--- src/rtl/usart_bus_ctrl_if.sv ---
// Byte-wide register bus plus host-side valid/ready stream for the USART bus controller.
interface usart_bus_ctrl_if;
  logic       i_start;
  logic [7:0] o_addr;
  logic [7:0] o_word;
  logic       o_we;
  logic [7:0] i_word;
  logic       i_tx_valid;
  logic [7:0] i_tx_data;
  logic       o_tx_ready;
  logic       o_rx_valid;
  logic [7:0] o_rx_data;
  logic       o_cfg_done;
  logic       o_busy;
  logic       o_tx_err;

  modport master (
    input  i_start, i_word, i_tx_valid, i_tx_data,
    output o_addr, o_word, o_we, o_tx_ready, o_rx_valid, o_rx_data, o_cfg_done, o_busy, o_tx_err
  );

  modport slave (
    output i_start, i_word, i_tx_valid, i_tx_data,
    input  o_addr, o_word, o_we, o_tx_ready, o_rx_valid, o_rx_data, o_cfg_done, o_busy, o_tx_err
  );
endinterface

--- src/rtl/usart_bus_ctrl.sv ---
// USART bus master: programs baud/format/enables, then polls UCSRA to drain RX and stream TX.
module usart_bus_ctrl #(
  parameter logic [11:0] UBRR      = 12'd51,
  parameter logic [7:0]  UCSRC_VAL = 8'h86,
  parameter logic [7:0]  UCSRB_VAL = 8'h18,
  parameter logic [7:0]  UCSRA_VAL = 8'h00,
  parameter logic [15:0] TIMEOUT   = 16'd4095
) (
  input logic              i_fosk,
  input logic              i_rst_n,
  usart_bus_ctrl_if.master bus
);

  typedef enum logic [3:0] {
    StIdle, StWUbrrh, StWUbrrl, StWUcsrc, StWUcsra, StWUcsrb, StPoll, StRxPop, StTxWr
  } state_e;

  localparam logic [7:0] AddrUdr   = 8'h00;
  localparam logic [7:0] AddrUcsra = 8'h01;
  localparam logic [7:0] AddrIdle  = 8'hFF;

  state_e      state_q;
  logic [7:0]  addr_q;
  logic [7:0]  word_q;
  logic        we_q;
  logic        rx_valid_q;
  logic [7:0]  rx_data_q;
  logic        cfg_done_q;
  logic        busy_q;
  logic        tx_err_q;
  logic        hold_full_q;
  logic [7:0]  hold_data_q;
  logic [15:0] cnt_q;
  logic        tx_ready;

  assign tx_ready = cfg_done_q && !hold_full_q && bus.i_tx_valid;

  always_ff @(posedge i_fosk) begin
    if (!i_rst_n) begin
      state_q     <= StIdle;
      addr_q      <= AddrIdle;
      word_q      <= 8'h00;
      we_q        <= 1'b0;
      rx_valid_q  <= 1'b0;
      rx_data_q   <= 8'h00;
      cfg_done_q  <= 1'b0;
      busy_q      <= 1'b0;
      tx_err_q    <= 1'b0;
      hold_full_q <= 1'b0;
      hold_data_q <= 8'h00;
      cnt_q       <= 16'd0;
    end else begin
      rx_valid_q <= 1'b0;
      tx_err_q   <= 1'b0;
      unique case (state_q)
        StIdle: begin
          if (bus.i_start) begin
            state_q <= StWUbrrh;
            addr_q  <= 8'h03;
            word_q  <= {4'b0000, UBRR[11:8]};
            we_q    <= 1'b1;
            busy_q  <= 1'b1;
          end
        end
        StWUbrrh: begin
          state_q <= StWUbrrl;
          addr_q  <= 8'h04;
          word_q  <= UBRR[7:0];
        end
        StWUbrrl: begin
          // Same address as UBRRH; bit7 set steers the write to UCSRC.
          state_q <= StWUcsrc;
          addr_q  <= 8'h03;
          word_q  <= UCSRC_VAL | 8'h80;
        end
        StWUcsrc: begin
          state_q <= StWUcsra;
          addr_q  <= AddrUcsra;
          word_q  <= UCSRA_VAL & 8'h03;
        end
        StWUcsra: begin
          state_q <= StWUcsrb;
          addr_q  <= 8'h02;
          word_q  <= UCSRB_VAL;
        end
        StWUcsrb: begin
          state_q    <= StPoll;
          addr_q     <= AddrUcsra;
          word_q     <= 8'h00;
          we_q       <= 1'b0;
          busy_q     <= 1'b0;
          cfg_done_q <= 1'b1;
        end
        StPoll: begin
          if (hold_full_q && !bus.i_word[5]) begin
            if (cnt_q == TIMEOUT - 16'd1) begin
              hold_full_q <= 1'b0;
              cnt_q       <= 16'd0;
              tx_err_q    <= 1'b1;
            end else begin
              cnt_q <= cnt_q + 16'd1;
            end
          end
          // RX drains before TX so the receiver never overruns while TX is pending.
          if (bus.i_word[7]) begin
            state_q <= StRxPop;
            addr_q  <= AddrUdr;
            busy_q  <= 1'b1;
          end else if (hold_full_q && bus.i_word[5]) begin
            state_q <= StTxWr;
            addr_q  <= AddrUdr;
            word_q  <= hold_data_q;
            we_q    <= 1'b1;
            busy_q  <= 1'b1;
          end
        end
        StRxPop: begin
          rx_data_q  <= bus.i_word;
          rx_valid_q <= 1'b1;
          state_q    <= StPoll;
          addr_q     <= AddrUcsra;
          busy_q     <= 1'b0;
        end
        StTxWr: begin
          hold_full_q <= 1'b0;
          cnt_q       <= 16'd0;
          state_q     <= StPoll;
          addr_q      <= AddrUcsra;
          word_q      <= 8'h00;
          we_q        <= 1'b0;
          busy_q      <= 1'b0;
        end
        default: begin
          state_q <= StIdle;
          addr_q  <= AddrIdle;
          word_q  <= 8'h00;
          we_q    <= 1'b0;
          busy_q  <= 1'b0;
        end
      endcase
      if (tx_ready) begin
        hold_full_q <= 1'b1;
        hold_data_q <= bus.i_tx_data;
      end
    end
  end

  assign bus.o_addr     = addr_q;
  assign bus.o_word     = word_q;
  assign bus.o_we       = we_q;
  assign bus.o_tx_ready = tx_ready;
  assign bus.o_rx_valid = rx_valid_q;
  assign bus.o_rx_data  = rx_data_q;
  assign bus.o_cfg_done = cfg_done_q;
  assign bus.o_busy     = busy_q;
  assign bus.o_tx_err   = tx_err_q;

endmodule

--- src/flat_wrapper.sv ---
// flat-port wrapper written by rule: the top's interface ports become plain ports
module usart_bus_ctrl_flat 
#(
  parameter logic [11:0] UBRR      = 12'd51,
  parameter logic [7:0]  UCSRC_VAL = 8'h86,
  parameter logic [7:0]  UCSRB_VAL = 8'h18,
  parameter logic [7:0]  UCSRA_VAL = 8'h00,
  parameter logic [15:0] TIMEOUT   = 16'd4095
)
  (i_fosk, i_rst_n, bus_i_start, bus_i_word, bus_i_tx_valid, bus_i_tx_data, bus_o_addr, bus_o_word, bus_o_we, bus_o_tx_ready, bus_o_rx_valid, bus_o_rx_data, bus_o_cfg_done, bus_o_busy, bus_o_tx_err);
  usart_bus_ctrl_if bus_i ();
  input logic i_fosk;
  input logic i_rst_n;
  input wire logic [$bits(bus_i.i_start)-1:0] bus_i_start;
  input wire logic [$bits(bus_i.i_word)-1:0] bus_i_word;
  input wire logic [$bits(bus_i.i_tx_valid)-1:0] bus_i_tx_valid;
  input wire logic [$bits(bus_i.i_tx_data)-1:0] bus_i_tx_data;
  output wire logic [$bits(bus_i.o_addr)-1:0] bus_o_addr;
  output wire logic [$bits(bus_i.o_word)-1:0] bus_o_word;
  output wire logic [$bits(bus_i.o_we)-1:0] bus_o_we;
  output wire logic [$bits(bus_i.o_tx_ready)-1:0] bus_o_tx_ready;
  output wire logic [$bits(bus_i.o_rx_valid)-1:0] bus_o_rx_valid;
  output wire logic [$bits(bus_i.o_rx_data)-1:0] bus_o_rx_data;
  output wire logic [$bits(bus_i.o_cfg_done)-1:0] bus_o_cfg_done;
  output wire logic [$bits(bus_i.o_busy)-1:0] bus_o_busy;
  output wire logic [$bits(bus_i.o_tx_err)-1:0] bus_o_tx_err;
  assign bus_i.i_start = bus_i_start;
  assign bus_i.i_word = bus_i_word;
  assign bus_i.i_tx_valid = bus_i_tx_valid;
  assign bus_i.i_tx_data = bus_i_tx_data;
  assign bus_o_addr = bus_i.o_addr;
  assign bus_o_word = bus_i.o_word;
  assign bus_o_we = bus_i.o_we;
  assign bus_o_tx_ready = bus_i.o_tx_ready;
  assign bus_o_rx_valid = bus_i.o_rx_valid;
  assign bus_o_rx_data = bus_i.o_rx_data;
  assign bus_o_cfg_done = bus_i.o_cfg_done;
  assign bus_o_busy = bus_i.o_busy;
  assign bus_o_tx_err = bus_i.o_tx_err;
  usart_bus_ctrl #(.UBRR(UBRR), .UCSRC_VAL(UCSRC_VAL), .UCSRB_VAL(UCSRB_VAL), .UCSRA_VAL(UCSRA_VAL), .TIMEOUT(TIMEOUT)) u_core (.i_fosk(i_fosk), .i_rst_n(i_rst_n), .bus(bus_i));
endmodule
--- config.mk ---
export PLATFORM = sky130hd
export DESIGN_NAME = usart_bus_ctrl_flat
export DESIGN_NICKNAME = d
export VERILOG_FILES = /design/src/rtl/usart_bus_ctrl_if.sv /design/src/rtl/usart_bus_ctrl.sv /design/src/flat_wrapper.sv
export SDC_FILE = /design/constraint.sdc
export NUM_CORES = 1
export LEC_CHECK = 0
export BUFFER_PORTS_ARGS = -buffer_cell sky130_fd_sc_hd__buf_4
export CAP_MARGIN = 20
export CORE_MARGIN = 4
export CORE_UTILIZATION = 25
export CTS_BUF_LIST = sky130_fd_sc_hd__clkbuf_8
export CTS_CLUSTER_SIZE = 40
export DETAILED_ROUTE_END_ITERATION = 12
export PLACE_DENSITY = 0.43
export RECOVER_POWER = 100
export SLEW_MARGIN = 15
export SYNTH_ARGS = -nofsm -noshare
export SYNTH_HDL_FRONTEND = slang
export SYNTH_SLANG_ARGS = --single-unit
export TNS_END_PERCENT = 20
--- constraint.sdc ---
create_clock -name i_fosk -period 2.52 [get_ports i_fosk]
set_clock_uncertainty 0.15 [all_clocks]
set_input_delay 0.504 -clock i_fosk [delete_from_list [all_inputs] [get_ports i_fosk]]
set_output_delay 0.504 -clock i_fosk [all_outputs]
set_load 0.05 [all_outputs]
# == After elaboration in Yosys (flattened, before gate mapping) ==
# Cells that the tools add are included.
# totals
latchBits,0
in_bits,20
output_inout_bits,30
reg_bits,58
memories,0
rom_bits,0
word_cells,79
ram_bits,0
# op_classes
n_reduce_logical,20
n_mux,27
multipliers,0
eq_ne,16
order_cmp,0
shifts,0
div_mod_pow,0
n_bitwise,3
add_sub_neg,1
# op_table
operator,n
$pmux W8 S6,2
$mux W8,6
$mux W16,2
$pmux W16 S2,1
$pmux W4 S7,1
$add A16 B1 Y16 const B,1
$eq A16 B12 Y1 const B,1
$eq A4 B3 Y1 const B,4
$mux W4,3
$mux W1,9
$ne A3 B2 Y1 const B,3
$reduce_and A3 Y1,3
$eq A4 B2 Y1 const B,2
$reduce_and A4 Y1,2
$reduce_or A4 Y1,2
$pmux W1 S3,2
$reduce_or A5 Y1,1
$eq A4 B1 Y1 const B,1
$eq A4 B4 Y1 const B,1
$logic_and A1 B1 Y1,4
$logic_not A4 Y1,1
$ne A2 B1 Y1 const B,2
$ne A2 B2 Y1 const B,2
$reduce_and A2 Y1,2
other kinds (6),9

# == Logic depth before layout (Yosys ltp) ==
# Gate-level depths: netlist (run 1).
# depth
word_depth,5
mapped_depth,7
depth_no_buf,6

# == Least setup slack after synthesis (run 1) ==
# Ideal clock, no wire load.
# synth_timing
path_type,reg2reg
from,reg u_core.cnt_q[1]
to,reg u_core.cnt_q[14]
required_time_ns,2.299
stages_incl_launch_ff,6
arrival_time_ns,1.781
path_buffers,0
period_less_slack_ns,2.002
path_slack_ns,0.518
setup_ns,0.071
path_cell_list,dfxtp_1 ha_1 nand3_1 or4_4 or4_1 a21oi_1
# synth_between
elab_chain_cells,4
word_cells_on_any_way,5
classes_between,add/sub (1); eq/ne (1); mux (3)
# synth_lines
item,line,rtl
"start, declared",usart_bus_ctrl.sv:33,logic [15:0] cnt_q;
"start signal, assigned",usart_bus_ctrl.sv:101,cnt_q <= cnt_q + 16'd1;
$add A16 B1 Y16 or $eq A16 B12 Y1 (tied branches),"usart_bus_ctrl.sv:101, usart_bus_ctrl.sv:96",
$mux W16 *,usart_bus_ctrl.sv:96,if (cnt_q == TIMEOUT - 16'd1) begin
$mux W16 *,usart_bus_ctrl.sv:95,if (hold_full_q && !bus.i_word[5]) begin
$pmux W16 S2 *,usart_bus_ctrl.sv:55,unique case (state_q)
# Every way passes the cells marked *; elsewhere a longest branch is shown, timed or not. The select of a mux whose other input is x is not followed.
# A chain may end at the register's enable or synchronous reset.

# == Final worst setup path (run 1) ==
# layout_timing
from,reg u_core.state_q[0]
to,reg u_core.cnt_q[1]
# layout_between
elab_chain_cells,3
word_cells_on_any_way,6
classes_between,eq/ne (3); mux (1); reduce/logical (2)
# layout_lines
item,line,rtl
"start, declared",usart_bus_ctrl.sv:22,state_e state_q;
"start signal, assigned",usart_bus_ctrl.sv:40,state_q <= StIdle;
"start signal, assigned",usart_bus_ctrl.sv:58,state_q <= StWUbrrh;
"start signal, assigned",usart_bus_ctrl.sv:66,state_q <= StWUbrrl;
$eq A4 B3 Y1 or $eq A4 B4 Y1 (tied branches),usart_bus_ctrl.sv:55,
$ne A2 B1 Y1 (no line) or $reduce_bool A2 Y1 (tied branches),--,
$reduce_and A2 Y1 (no line),--,
# Parallel ways exist; a longest one is shown, timed or not.

==> results of run 1 <==
-- through the flow --
| stage | hold slack, ps | setup WS, ps | cell area (um^2) | power (mW) | std cells |
|---|---|---|---|---|---|
| 2_1_floorplan | 281 | 518 | 2600 | 1.32 | 323 |
| 3_3_place_gp | 294 | 283 | 3110 | 1.48 | 494 |
| 4_1_cts | 262 | 343 | 3190 | 1.98 | 501 |
| 6_report | 273 | 269 | 3060 | 1.92 | 501 |
| 3_5_place_dp | 300 | 299 | 3110 | 1.47 | 494 |
| 5_1_grt | 262 | 124 | 3060 | 2.01 | 501 |
-- registers in the layout, indices dropped and copies added, names as in the netlist, 4 cells and up --
signal / flops
u_core.bus.o_addr: 4
u_core.state_q: 4
u_core.hold_data_q: 8
u_core.bus.o_word: 8
u_core.bus.o_rx_data: 8
u_core.cnt_q: 16
-- worst min-delay path, delay by kind of cell --
family          cells  cell delay, ps
simple gates        1              40
compound gates      1              50
buf+inv             1             110
-- report_power, final --
group / switching, mW / internal (mW) / leakage (nW)
Sequential: 0.0499 / 0.910 / 0.440
Clock: 0.313 / 0.194 / 0.0444
Combinational: 0.322 / 0.129 / 0.518
-- layout by cell type, fill, tap and decap left out, drive strengths merged, types with 3 or more instances in the layout --
cell type	count
or4	8
and2	6
a21oi	33
a31oi	11
nor4	6
nand4	13
nand2	52
dfxtp	54
buf	28
nand4b	5
inv	5
clkbuf	38
nor2	19
clkinv	4
nand3	12
a211oi	3
a311oi	3
o21ai	11
nand2b	7
o211ai	6
or3	7
nor3	9
or2	4
-- per-layer routing --
layer | up-vias | GRT usage
li1 | 1264 | -
met1 | 1178 | 0.190
met2 | 83 | 0.185
met3 | 5 | 0.0258
met4 | 0 | 0.0347
met5 | - | 0
-- final timing paths --
path / from / to / cells past startpoint / slack [ps]
setup / recovery: u_core.state_q[0] / u_core.cnt_q[1] / 4 / 270
setup reg to reg: u_core.state_q[0] / u_core.cnt_q[1] / 4 / 270
hold / removal: bus_i_tx_data[5] / u_core.hold_data_q[5] / 3 / 270
hold reg to reg: u_core.bus.o_rx_data[0] / u_core.bus.o_rx_data[0] / 2 / 310
-- cells by family (layout without fill, tap and decap cells) --
logic type / count (synthesis) / count (layout) / share of synthesized area
multiplexers: 2 / 2 / 0.00771
AND/OR/NAND/NOR: 155 / 155 / 0.321
flip-flops: 54 / 54 / 0.416
adder cells (fa/ha/maj): 2 / 2 / 0.00963
buffers and inverters: 30 / 75 / 0.0549
AO/OA/AOI/OAI: 80 / 80 / 0.190
-- cell type report --
| cell class | instances | area, um^2 |
|---|---|---|
| Clock buffer | 5 | 68.8 |
| Clock inverter | 2 | 13.8 |
| Fill cell | 1102 | 6890 |
| Inverter | 7 | 26.3 |
| Multi-Input combinational cell | 239 | 1370 |
| Sequential cell | 54 | 1080 |
| Tap cell | 133 | 166 |
| Timing Repair Buffer | 61 | 335 |
==> impl_metrics.json, run 1 <==
{
  "drv_cap": 0,
  "fp.dieW_um": 110,
  "dieArea_um2": 12100,
  "yosysMostFrequentCell": "dfxtp_1",
  "ir_worst_vdd_v": 0.000276,
  "final_antenna_net_count": 0,
  "cts_buffer_depth": 2,
  "wl_met1_um": 3750,
  "ios": 50,
  "grt_max_degree": 21,
  "ys_top_cells_by_area": "dfxtp_1 42%, nand2_1 7.5%, a21oi_1 6.4%",
  "antenna_found_initial": 0,
  "drive_gt1_frac": 0.122,
  "async_reset_ff_frac": 0,
  "root_buffer": "clkbuf_8",
  "finalNetCount": 390,
  "synth_top_area_frac": 0.416,
  "dr.pass1.iters": 4,
  "path_max_fanout": 12,
  "worstPathCellList": "or2_0 -> o21ba_1 -> or4_1 -> a21oi_1",
  "final_util": 0.308,
  "path_clk_slew_ps": 100,
  "overflow": 0,
  "cpPeakStageDelay_ps": 540,
  "min_period_ps": 2250,
  "place.gp.congestion": 0.790,
  "place_hpwl_um": 5390,
  "areaGrowthSynthToFinish_pct": 17.9,
  "cts_sinks": 54,
  "setup_violations": 0,
  "drt-vias-per-instance": 5.05,
  "final_max_slew_viol_count": 0,
  "grt_pass1_vias": 2337,
  "highest_layer": "met4",
  "slowest_stage": "or4_1",
  "routedWlPerCell_um": 14.9,
  "setup_tns_ps": 0,
  "worstPathArrival_ps": 2350,
  "path_delay_family": "simple AND/OR/NAND/NOR gates",
  "maxSlewHeadroom": 0.589,
  "cp-end-kind": "flop",
  "htree_levels": 2,
  "grt_pass1_wl_um": 12200,
  "hold_path.class": "in2reg",
  "initial_core_util": 0.261,
  "ys_seq_area_frac": 0.416,
  "cts_tree": "built",
  "fmax_ghz": 0.444,
  "critical_path_required_ps": 2620,
  "syn-cell-area_um2": 2600,
  "hold_viol": 0,
  "synth_nets": 345,
  "cts_made_buffers": 5,
  "path_class": "reg2reg",
  "path_buf_inv": 0,
  "antennaDiodeCount": 0,
  "synth_cell_types": 50,
  "fin_crit_sh": 0.893,
  "cts-resized-gates": 0,
  "synth_edf_count": 0,
  "num_rows": 36,
  "routed-wl-met3_um": 475,
  "syn_inst": 323,
  "io_buffer_count": 49,
  "yosys.area.top_type": "dfxtp_1",
  "drt-total-wl_um": 7470,
  "syn_avg_cell_area_um2": 8.04,
  "p_leak_nw": 1.00,
  "drc_errors": 0,
  "rsz0062_at_grt": "false",
  "gr-usage-all-layers": 0.128,
  "routed-wl-met2_um": 3160,
  "crit_path_start_kind": "flop",
  "cts_hold_buf": 0,
  "ys_seq_elements": 54,
  "vias": 2530,
  "first_iter_violations": 124,
  "clk_latency_ps": 310,
  "ys_warn_count": 0,
  "power.density_nw_per_um2": 626,
  "outcome": "complete, no violations",
  "tightest_slew_ps": 620,
  "synthTopCellsByCount": "54 x dfxtp_1, 52 x nand2_1, 33 x a21oi_1, 19 x nor2_1",
  "post_cts_buffers": 0,
  "core_area_um2": 9950,
  "synth_top_flop_cell": "dfxtp_1",
  "fp.dieH_um": 110
}
Note: power is estimated with default switching activity, not from simulation.
==> run 2, diff against run 1 <==
- CORE_UTILIZATION: 25 -> 57
- PLACE_DENSITY: 0.43 -> 0.83
==> impl_metrics.json, run 2 (synthesized netlist as in run 1, its figures left out) <==
{
  "htree_levels": 2,
  "hold_path.class": "in2reg",
  "first_iter_violations": 323,
  "cts_hold_buf": 0,
  "drc_errors": 0,
  "root_buffer": "clkbuf_8",
  "setup_tns_ps": 0,
  "pwr-share-seq": 0.483,
  "final_antenna_net_count": 0,
  "pre_cts_ws_ps": 295,
  "io_buffer_count": 49,
  "critical_path_required_ps": 2550,
  "setup_violations": 0,
  "ir_worst_vdd_v": 0.000373,
  "slowest_stage": "or4_1",
  "hold_viol": 0,
  "gr-usage-all-layers": 0.236,
  "cpPeakStageDelay_ps": 750,
  "power_mw": 1.98,
  "crit_cells": 4,
  "ios": 50,
  "crit_path_start_kind": "flop",
  "place.gp.congestion": 0.958,
  "top_register": "u_core.cnt_q",
  "overflow": 0,
  "min_period_ps": 2270,
  "dr.pass1.iters": 5,
  "p_switching_mw": 0.649,
  "initial_core_util": 0.592,
  "comb_power_share": 0.229,
  "vias": 2611,
  "num_rows": 24,
  "grt_pass1_wl_um": 10300,
  "tightest_slew_ps": 613,
  "final_max_slew_viol_count": 0,
  "p_leak_nw": 1.02,
  "clk_latency_ps": 310,
  "final_cell_mix": "54 x dfxtp_1, 52 x nand2_1, 33 x a21oi_1",
  "finalNetCount": 390,
  "drt-vias-per-instance": 6.20,
  "core_area_um2": 4380,
  "rsz0062_at_grt": "false",
  "path_buf_inv": 0,
  "layout_commonest_cell": "dfxtp_1",
  "fin_crit_sh": 0.899,
  "internal_power_mw": 1.33,
  "fp.dieW_um": 75.5,
  "whs_path_depth": 3,
  "rr_worst_depth": 4,
  "cts-resized-gates": 0,
  "path_delay_family": "simple AND/OR/NAND/NOR gates",
  "maxSlewHeadroom": 0.593,
  "fmax_ghz": 0.441,
  "largest_reg_flops": 16,
  "cts_buffer_depth": 2,
  "grt_max_degree": 22,
  "path_max_fanout": 13,
  "cp-end-kind": "flop",
  "drt-total-wl_um": 6510,
  "worstPathArrival_ps": 2300,
  "outcome": "complete, no violations",
  "antennaDiodeCount": 0,
  "antenna_found_initial": 0,
  "areaGrowthSynthToFinish_pct": 14.9,
  "drive_gt1_frac": 0.125,
  "dieArea_um2": 5700,
  "cts_made_buffers": 5,
  "path_class": "reg2reg",
  "cts_tree": "built",
  "fp.dieH_um": 75.5,
  "power.share.switching": 0.327,
  "path_clk_slew_ps": 90,
  "routedWlPerCell_um": 15.5,
  "drv_cap": 0,
  "place_hpwl_um": 4760,
  "clockPowerShare": 0.288,
  "grt_pass1_vias": 2249,
  "power.density_nw_per_um2": 664,
  "cts_sinks": 54,
  "setup_ws_ps": 254,
  "post_cts_buffers": 0,
  "worstPathCellList": "or4b_1 -> or4_1 -> nand2_1 -> o311ai_0"
}
## run 2: path summary, 6_finish.rpt
kind                                         startpoint                      end  slack, ps
worst max-delay path                   u_core.cnt_q[12]          u_core.cnt_q[9]        250
worst min-delay path                      bus_i_word[6]  u_core.bus.o_rx_data[6]        280
worst max register to register         u_core.cnt_q[12]          u_core.cnt_q[9]        250
worst min register to register  u_core.bus.o_rx_data[4]  u_core.bus.o_rx_data[4]        310
## run 2: per-layer routing
layer  vias up  GRT usage  share of wire  wire, um
met5         -          0              0         0
met4         0     0.0874          0.014        89
met3         7     0.0554          0.090       586
met2       128      0.344           0.44      2860
met1      1212      0.338           0.46      2970
li1       1264          -              -         -
## run 2: power by group through the flow
stage / clock [mW] / sequential, mW / combinational, mW
after floorplan: 0 / 1.09 / 0.239
after global placement: 0 / 0.975 / 0.485
after detailed placement: 0 / 0.977 / 0.492
after CTS: 0.585 / 0.957 / 0.492
after global routing: 0.626 / 0.965 / 0.489
final: 0.572 / 0.957 / 0.453
## run 2: cell type report
cell class / count / area (um^2)
sequential: 54 / 1080
tap: 52 / 65.1
clock buffer: 5 / 68.8
clock inverter: 3 / 41.3
timing repair buffer: 61 / 337
multi-input combinational: 239 / 1370
inverter: 7 / 26.3
fill: 393 / 1400
## run 2: metrics by stage
step | hold slack [ps] | cells | instance area [um^2] | util
after CTS | 268 | 421 | 3110 | 0.710
after floorplan | 281 | 323 | 2600 | -
after global routing | 265 | 421 | 2990 | 0.681
final | 280 | 421 | 2990 | 0.681
after global placement | 292 | 413 | 3000 | 0.685
after detailed placement | 300 | 413 | 3000 | 0.685
## run 2: worst reg2reg max path: stages (launching register included)
cell and delay [ps]:
dfxtp_1 350, or4b_1 560, or4_1 750, nand2_1 180, o311ai_0 140
